$ cat src/rtl/shift_seq_unit.sv
// -----------------------------------------------------------------------------
// shift_seq_unit
//   Multi-cycle shift sequencer for the ALU shift path. It takes one request
//   (operand, amount, direction) over a valid/ready port, shifts by one bit per
//   clock and presents the result, a zero flag and the last bit shifted out on
//   a second valid/ready port.
//
//   Optional feature: define SHIFT_ROTATE_EN to honour in_rot (rotate instead of
//   a logical shift). Without it, in_rot is ignored and all shifts zero-fill.
//
// Ports
//   clk, rst_n              clock (rising edge), async active-low reset
//   in_valid / in_ready     request handshake
//   in_a, in_amt            operand, shift amount
//   in_dir                  0 = left, 1 = right
//   in_rot                  1 = rotate (SHIFT_ROTATE_EN builds only)
//   out_valid / out_ready   result handshake
//   out_y, out_zero         result and (out_y == 0)
//   out_carry               last bit shifted out / wrapped, 0 for amount 0
//   busy                    sequencer not idle
// -----------------------------------------------------------------------------
// state   | meaning
// S_IDLE  | waiting for a request, in_ready high
// S_SHIFT | shifting one bit per clock, count holds remaining steps
// S_DONE  | result held on out_*, waiting for out_ready
// -----------------------------------------------------------------------------
module shift_seq_unit #(
    parameter int WIDTH = 4,
    parameter int AMT_W = 2
) (
    input  logic             clk,
    input  logic             rst_n,
    input  logic             in_valid,
    output logic             in_ready,
    input  logic [WIDTH-1:0] in_a,
    input  logic [AMT_W-1:0] in_amt,
    input  logic             in_dir,
    input  logic             in_rot,
    output logic             out_valid,
    input  logic             out_ready,
    output logic [WIDTH-1:0] out_y,
    output logic             out_zero,
    output logic             out_carry,
    output logic             busy
);

    typedef enum logic [1:0] {
        S_IDLE  = 2'd0,
        S_SHIFT = 2'd1,
        S_DONE  = 2'd2
    } state_t;

    state_t           state_q, state_d;
    logic [WIDTH-1:0] work_q;
    logic [WIDTH-1:0] shifted;
    logic [AMT_W-1:0] count_q;
    logic             dir_q;
    logic             carry_q;
    logic             shift_out;
    logic             fill;
    logic             wrap_en;
    logic             last_step;

`ifdef SHIFT_ROTATE_EN
    logic rot_q;

    assign wrap_en = rot_q;

    always_ff @(posedge clk or negedge rst_n) begin
        if (!rst_n) begin
            rot_q <= 1'b0;
        end else if (state_q == S_IDLE && in_valid) begin
            rot_q <= in_rot;
        end
    end
`else
    logic unused_rot;

    assign unused_rot = in_rot;
    assign wrap_en    = 1'b0;
`endif

    assign last_step = (count_q == AMT_W'(1));

    // One-bit step of the working register; the bit leaving one end either
    // wraps into the other end (rotate) or is replaced by zero.
    always_comb begin
        shift_out = 1'b0;
        fill      = 1'b0;
        shifted   = work_q;
        if (dir_q) begin
            shift_out = work_q[0];
            fill      = wrap_en & work_q[0];
            shifted   = {fill, work_q[WIDTH-1:1]};
        end else begin
            shift_out = work_q[WIDTH-1];
            fill      = wrap_en & work_q[WIDTH-1];
            shifted   = {work_q[WIDTH-2:0], fill};
        end
    end

    always_ff @(posedge clk or negedge rst_n) begin
        if (!rst_n) begin
            state_q <= S_IDLE;
        end else begin
            state_q <= state_d;
        end
    end

    always_comb begin
        state_d   = state_q;
        in_ready  = 1'b0;
        out_valid = 1'b0;
        busy      = 1'b1;
        case (state_q)
            S_IDLE: begin
                in_ready = 1'b1;
                busy     = 1'b0;
                if (in_valid) begin
                    state_d = (in_amt == '0) ? S_DONE : S_SHIFT;
                end
            end
            S_SHIFT: begin
                if (last_step) begin
                    state_d = S_DONE;
                end
            end
            S_DONE: begin
                out_valid = 1'b1;
                if (out_ready) begin
                    state_d = S_IDLE;
                end
            end
            default: begin
                state_d = S_IDLE;
            end
        endcase
    end

    always_ff @(posedge clk or negedge rst_n) begin
        if (!rst_n) begin
            work_q   <= '0;
            count_q  <= '0;
            dir_q    <= 1'b0;
            carry_q  <= 1'b0;
            out_y    <= '0;
            out_zero <= 1'b0;
        end else begin
            case (state_q)
                S_IDLE: begin
                    if (in_valid) begin
                        work_q  <= in_a;
                        dir_q   <= in_dir;
                        count_q <= in_amt;
                        carry_q <= 1'b0;
                        if (in_amt == '0) begin
                            out_y    <= in_a;
                            out_zero <= (in_a == '0);
                        end
                    end
                end
                S_SHIFT: begin
                    work_q  <= shifted;
                    carry_q <= shift_out;
                    count_q <= count_q - AMT_W'(1);
                    // Result and zero flag are captured together on the final step
                    // so both stay frozen while the consumer stalls.
                    if (last_step) begin
                        out_y    <= shifted;
                        out_zero <= (shifted == '0);
                    end
                end
                default: begin
                end
            endcase
        end
    end

    assign out_carry = carry_q;

endmodule

$ cat config.mk
export PLATFORM = sky130hd
export DESIGN_NAME = shift_seq_unit
export DESIGN_NICKNAME = d
export VERILOG_FILES = /design/src/rtl/shift_seq_unit.sv
export SDC_FILE = /design/constraint.sdc
export NUM_CORES = 1
export LEC_CHECK = 0
export ABC_AREA = 1
export CORE_MARGIN = 1
export CORE_UTILIZATION = 40
export CTS_CLUSTER_DIAMETER = 50
export DETAILED_ROUTE_END_ITERATION = 10
export PLACE_DENSITY = 0.66
export SLEW_MARGIN = 20
export SYNTH_ARGS = -nofsm -noshare
export SYNTH_HDL_FRONTEND = slang
export SYNTH_SLANG_ARGS = --single-unit
$ cat constraint.sdc
create_clock -name clk -period 2.3 [get_ports clk]
set_input_delay 0.46 -clock clk [delete_from_list [all_inputs] [get_ports clk]]
set_output_delay 0.46 -clock clk [all_outputs]
set_load 0.05 [all_outputs]
==> impl_metrics.csv <==
group,metric,value,unit
cells_and_area,nets,149,
logic_synthesis,synth_compound_area_share,8.333,%
logic_synthesis,synth_top_family_by_area,"simple AND/OR/NAND/NOR gates",
cells_and_area,multiInputGateArea,360.3,µm²
sta,worst_pin_slew,0.6993,ns
logic_synthesis,synthCells,112,
clock_network,cts_tree,"built",
pwr,swShare,51.81,%
global_route,grt_pass1_wl,2.849,mm
sta,fmax,455.8,MHz
critical_path,critPathMaxFanout,3,
sta,timing.hold.ws,0.4794,ns
placed_design,dp_slack,0.3658,ns
clock_network,cts_buffer_depth,2,
detailed_routing,via_per_inst,4.613,
clock_network,clkTransAtPathRegs,0.08,ns
clock_network,numCtsBuffers,3,
logic_synthesis,synth_nets,125,
clock_network,h-tree-depth,1,
sta,period_needed,2.194,ns
clock_network,postCtsHoldBufs,0,
logic_synthesis,synthXorXnorAreaFrac,0,%
global_route,grt_pass1_vias,660,
logic_synthesis,syn_area,795.8,µm²
cells_and_area,antenna_cells,0,
floorplanning,floorplan.initialDensity,44.17,%
placed_design,dpl.hpwl,1.282,mm
critical_path,worst_setup_path_end_kind,"output pin",
clock_network,clock_latency,0.28,ns
critical_path,ff2ff_path_depth,6,
sta,skew,0.007431,ns
sta,finalHoldViolCount,0,
logic_synthesis,synth_fa_ha_area_share,1.572,%
critical_path,crit_type,"flop to output pin",
cells_and_area,regArea,375.4,µm²
detailed_routing,drt-total-wl,1.639,mm
global_route,grt_overflow_total,0,
detailed_routing,firstDrtPassIters,4,
critical_path,critPathArrivalTime,1.73,ns
global_route,antenna_found_initial,0,
logic_synthesis,ys_types,17,
pwr,pwr-share-seq,30.7,%
logic_synthesis,yosys.area.top_type,"dfrtp_1",
sta,fin_crit_sh,95.39,%
logic_synthesis,ys_ff_latch,15,
sta,finalSetupViolCount,0,
pwr,combPwrFrac,59.7,%
detailed_routing,num_vias,738,
floorplanning,die_h,46.60,µm
sta,setup_slack,0.1061,ns
logic_synthesis,yosysTopAreaCellShare,47.17,%
placed_design,place_area,1017,µm²
logic_synthesis,synth_area_leaders,"dfrtp_1 47%, nand2_1 25%, inv_1 5.2%, nor2_1 3.8%, o21ai_0 3.1%",
placed_design,gp_routability_congestion,0.7540,
sta,slew_viol_final,0,
outcome,status,"completed",
global_route,grt_util_all_layers,18.90,%
global_route,grt_max_degree,16,
min_path,hold_depth,2,
logic_synthesis,seq_area_frac_synth,47.17,%
min_path,min_from,"out_y[0]",
pwr,irDropWorstVdd,0.6339,mV
min_path,hold_class,"flop to flop",
detailed_routing,ant_nets,0,
critical_path,timing.rr.start,"state_q[0]",
detailed_routing,drc,0,
pwr,clkPwrFrac,9.6,%
logic_synthesis,avgSynthCellArea,7.105,µm²
cells_and_area,final_common_cell,"nand2_1",
critical_path,crit_required,1.84,ns
floorplanning,row_count,15,
floorplanning,dieArea,2172,µm²
sta,rsz0062_at_grt,"false",
floorplanning,coreArea,1802,µm²
detailed_routing,drt-initial-drc-count,22,
cells_and_area,nFillCells,188,
logic_synthesis,synth_warnings,0,
sta,finalSetupTns,0,ns
clock_network,cts_setup_buffers,0,
clock_network,ctsRootBufferMaster,"clkbuf_4",
detailed_routing,post_drt_wl_per_cell,10.24,µm
cells_and_area,drive_above_1_share,10.37,%
cells_and_area,final_area,1046,µm²
logic_synthesis,muxShareOfSynthArea,0,%
cells_and_area,final_cell_mix,"53 x nand2_1, 18 x clkdlybuf4s50_1, 15 x dfrtp_1, 11 x inv_1, 8 x nor2_1",
critical_path,worst_setup_path_start_kind,"flop",
pwr,p_int,0.7527,mW
floorplanning,die_x,46.60,µm
placed_design,port_buffers,19,
flow_run,drv_cap,0,
logic_synthesis,synth-simple-area-share,35.38,%
pwr,p_leak,0.5680,nW
critical_path,crit_path_start,"state_q[1]",
floorplanning,ioPinCount,21,
cells_and_area,syn_to_final_growth,31.45,%
clock_network,clock_sinks,15,
pwr,switchingPower,0.8094,mW
pwr,power.density,1493,nW/µm²
sta,maxSlewHeadroom,53.23,%
## per-stage QoR
stage                     instances  power [mW]  utilization (%)
after detailed placement        156       1.424            56.46
final                           160       1.562            58.06
after global routing            160       1.705            58.06
after CTS                       160       1.577            57.92
after global placement          156       1.410            56.46
after floorplan                 112       1.150                -
## cell usage after synthesis
master,count
a21oi_1,1
dfrtp_1,15
ha_1,1
inv_1,11
inv_2,5
nand2_1,53
nand2_2,2
nand2_4,1
nand3_1,1
nand4_1,1
nor2_1,8
nor2_2,1
nor2_4,1
o211ai_1,1
o21ai_0,5
o21ai_1,4
o21ai_2,1
## final timing paths
kind / slack, ns / to
setup / recovery: 0.11 / out_valid
hold / removal: 0.48 / out_y[0]
setup reg to reg: 1.08 / work_q[0]
hold reg to reg: 0.48 / out_y[0]
max in group asynchronous: 1.26 / out_y[3]
min in group asynchronous: 0.59 / dir_q
## what timing repair did
| item | 4_1_cts | 5_1_grt |
|---|---|---|
| endpoints found under the hold margin | 0 | 0 |
| setup endpoints to repair | 0 | 1 |
| gates resized for setup | 0 | 1 |
## metal layers
metal | up-vias | track usage, % | part of all wire (%)
li1 | 390 | - | -
met1 | 324 | 25.91 | 48
met2 | 20 | 29.17 | 46
met3 | 4 | 2.353 | 5.2
met4 | 0 | 8.824 | 1.5
met5 | - | 0 | 0
## critical path, stage by stage, from the launching register on
cell and delay (ns):
dfrtp_1 0.45, inv_2 0.07, nor2_1 0.12, clkdlybuf4s50_1 0.82
## power by group through the flow
stage	Combinational, mW	Sequential, mW	Clock, mW
global placement	0.929	0.480	0
detailed placement	0.941	0.484	0
CTS	0.945	0.479	0.153
global route	1.04	0.494	0.168
floorplan	0.540	0.609	0
finish	0.933	0.479	0.150
## flip-flops by register name, summed over array words and instances (netlist names)
register   count
out_carry      1
count_q        2
state_q        2
dir_q          1
out_y          4
out_zero       1
work_q         4
## kinds of logic after synthesis
logic type / after synthesis
buffers and inverters: 16
AOI/OAI and AO/OA: 12
adders and majority gates: 1
and+or+nand+nor: 68
DFF: 15
## final cells by class
class / count / area share (%)
repair buffers: 19 / 18.42
multi-input cells: 81 / 34.45
clock buffers: 4 / 2.512
well taps: 25 / 2.990
inverters: 16 / 5.742
flip-flops and latches: 15 / 35.89
Note: power is estimated with default switching activity, not from simulation.
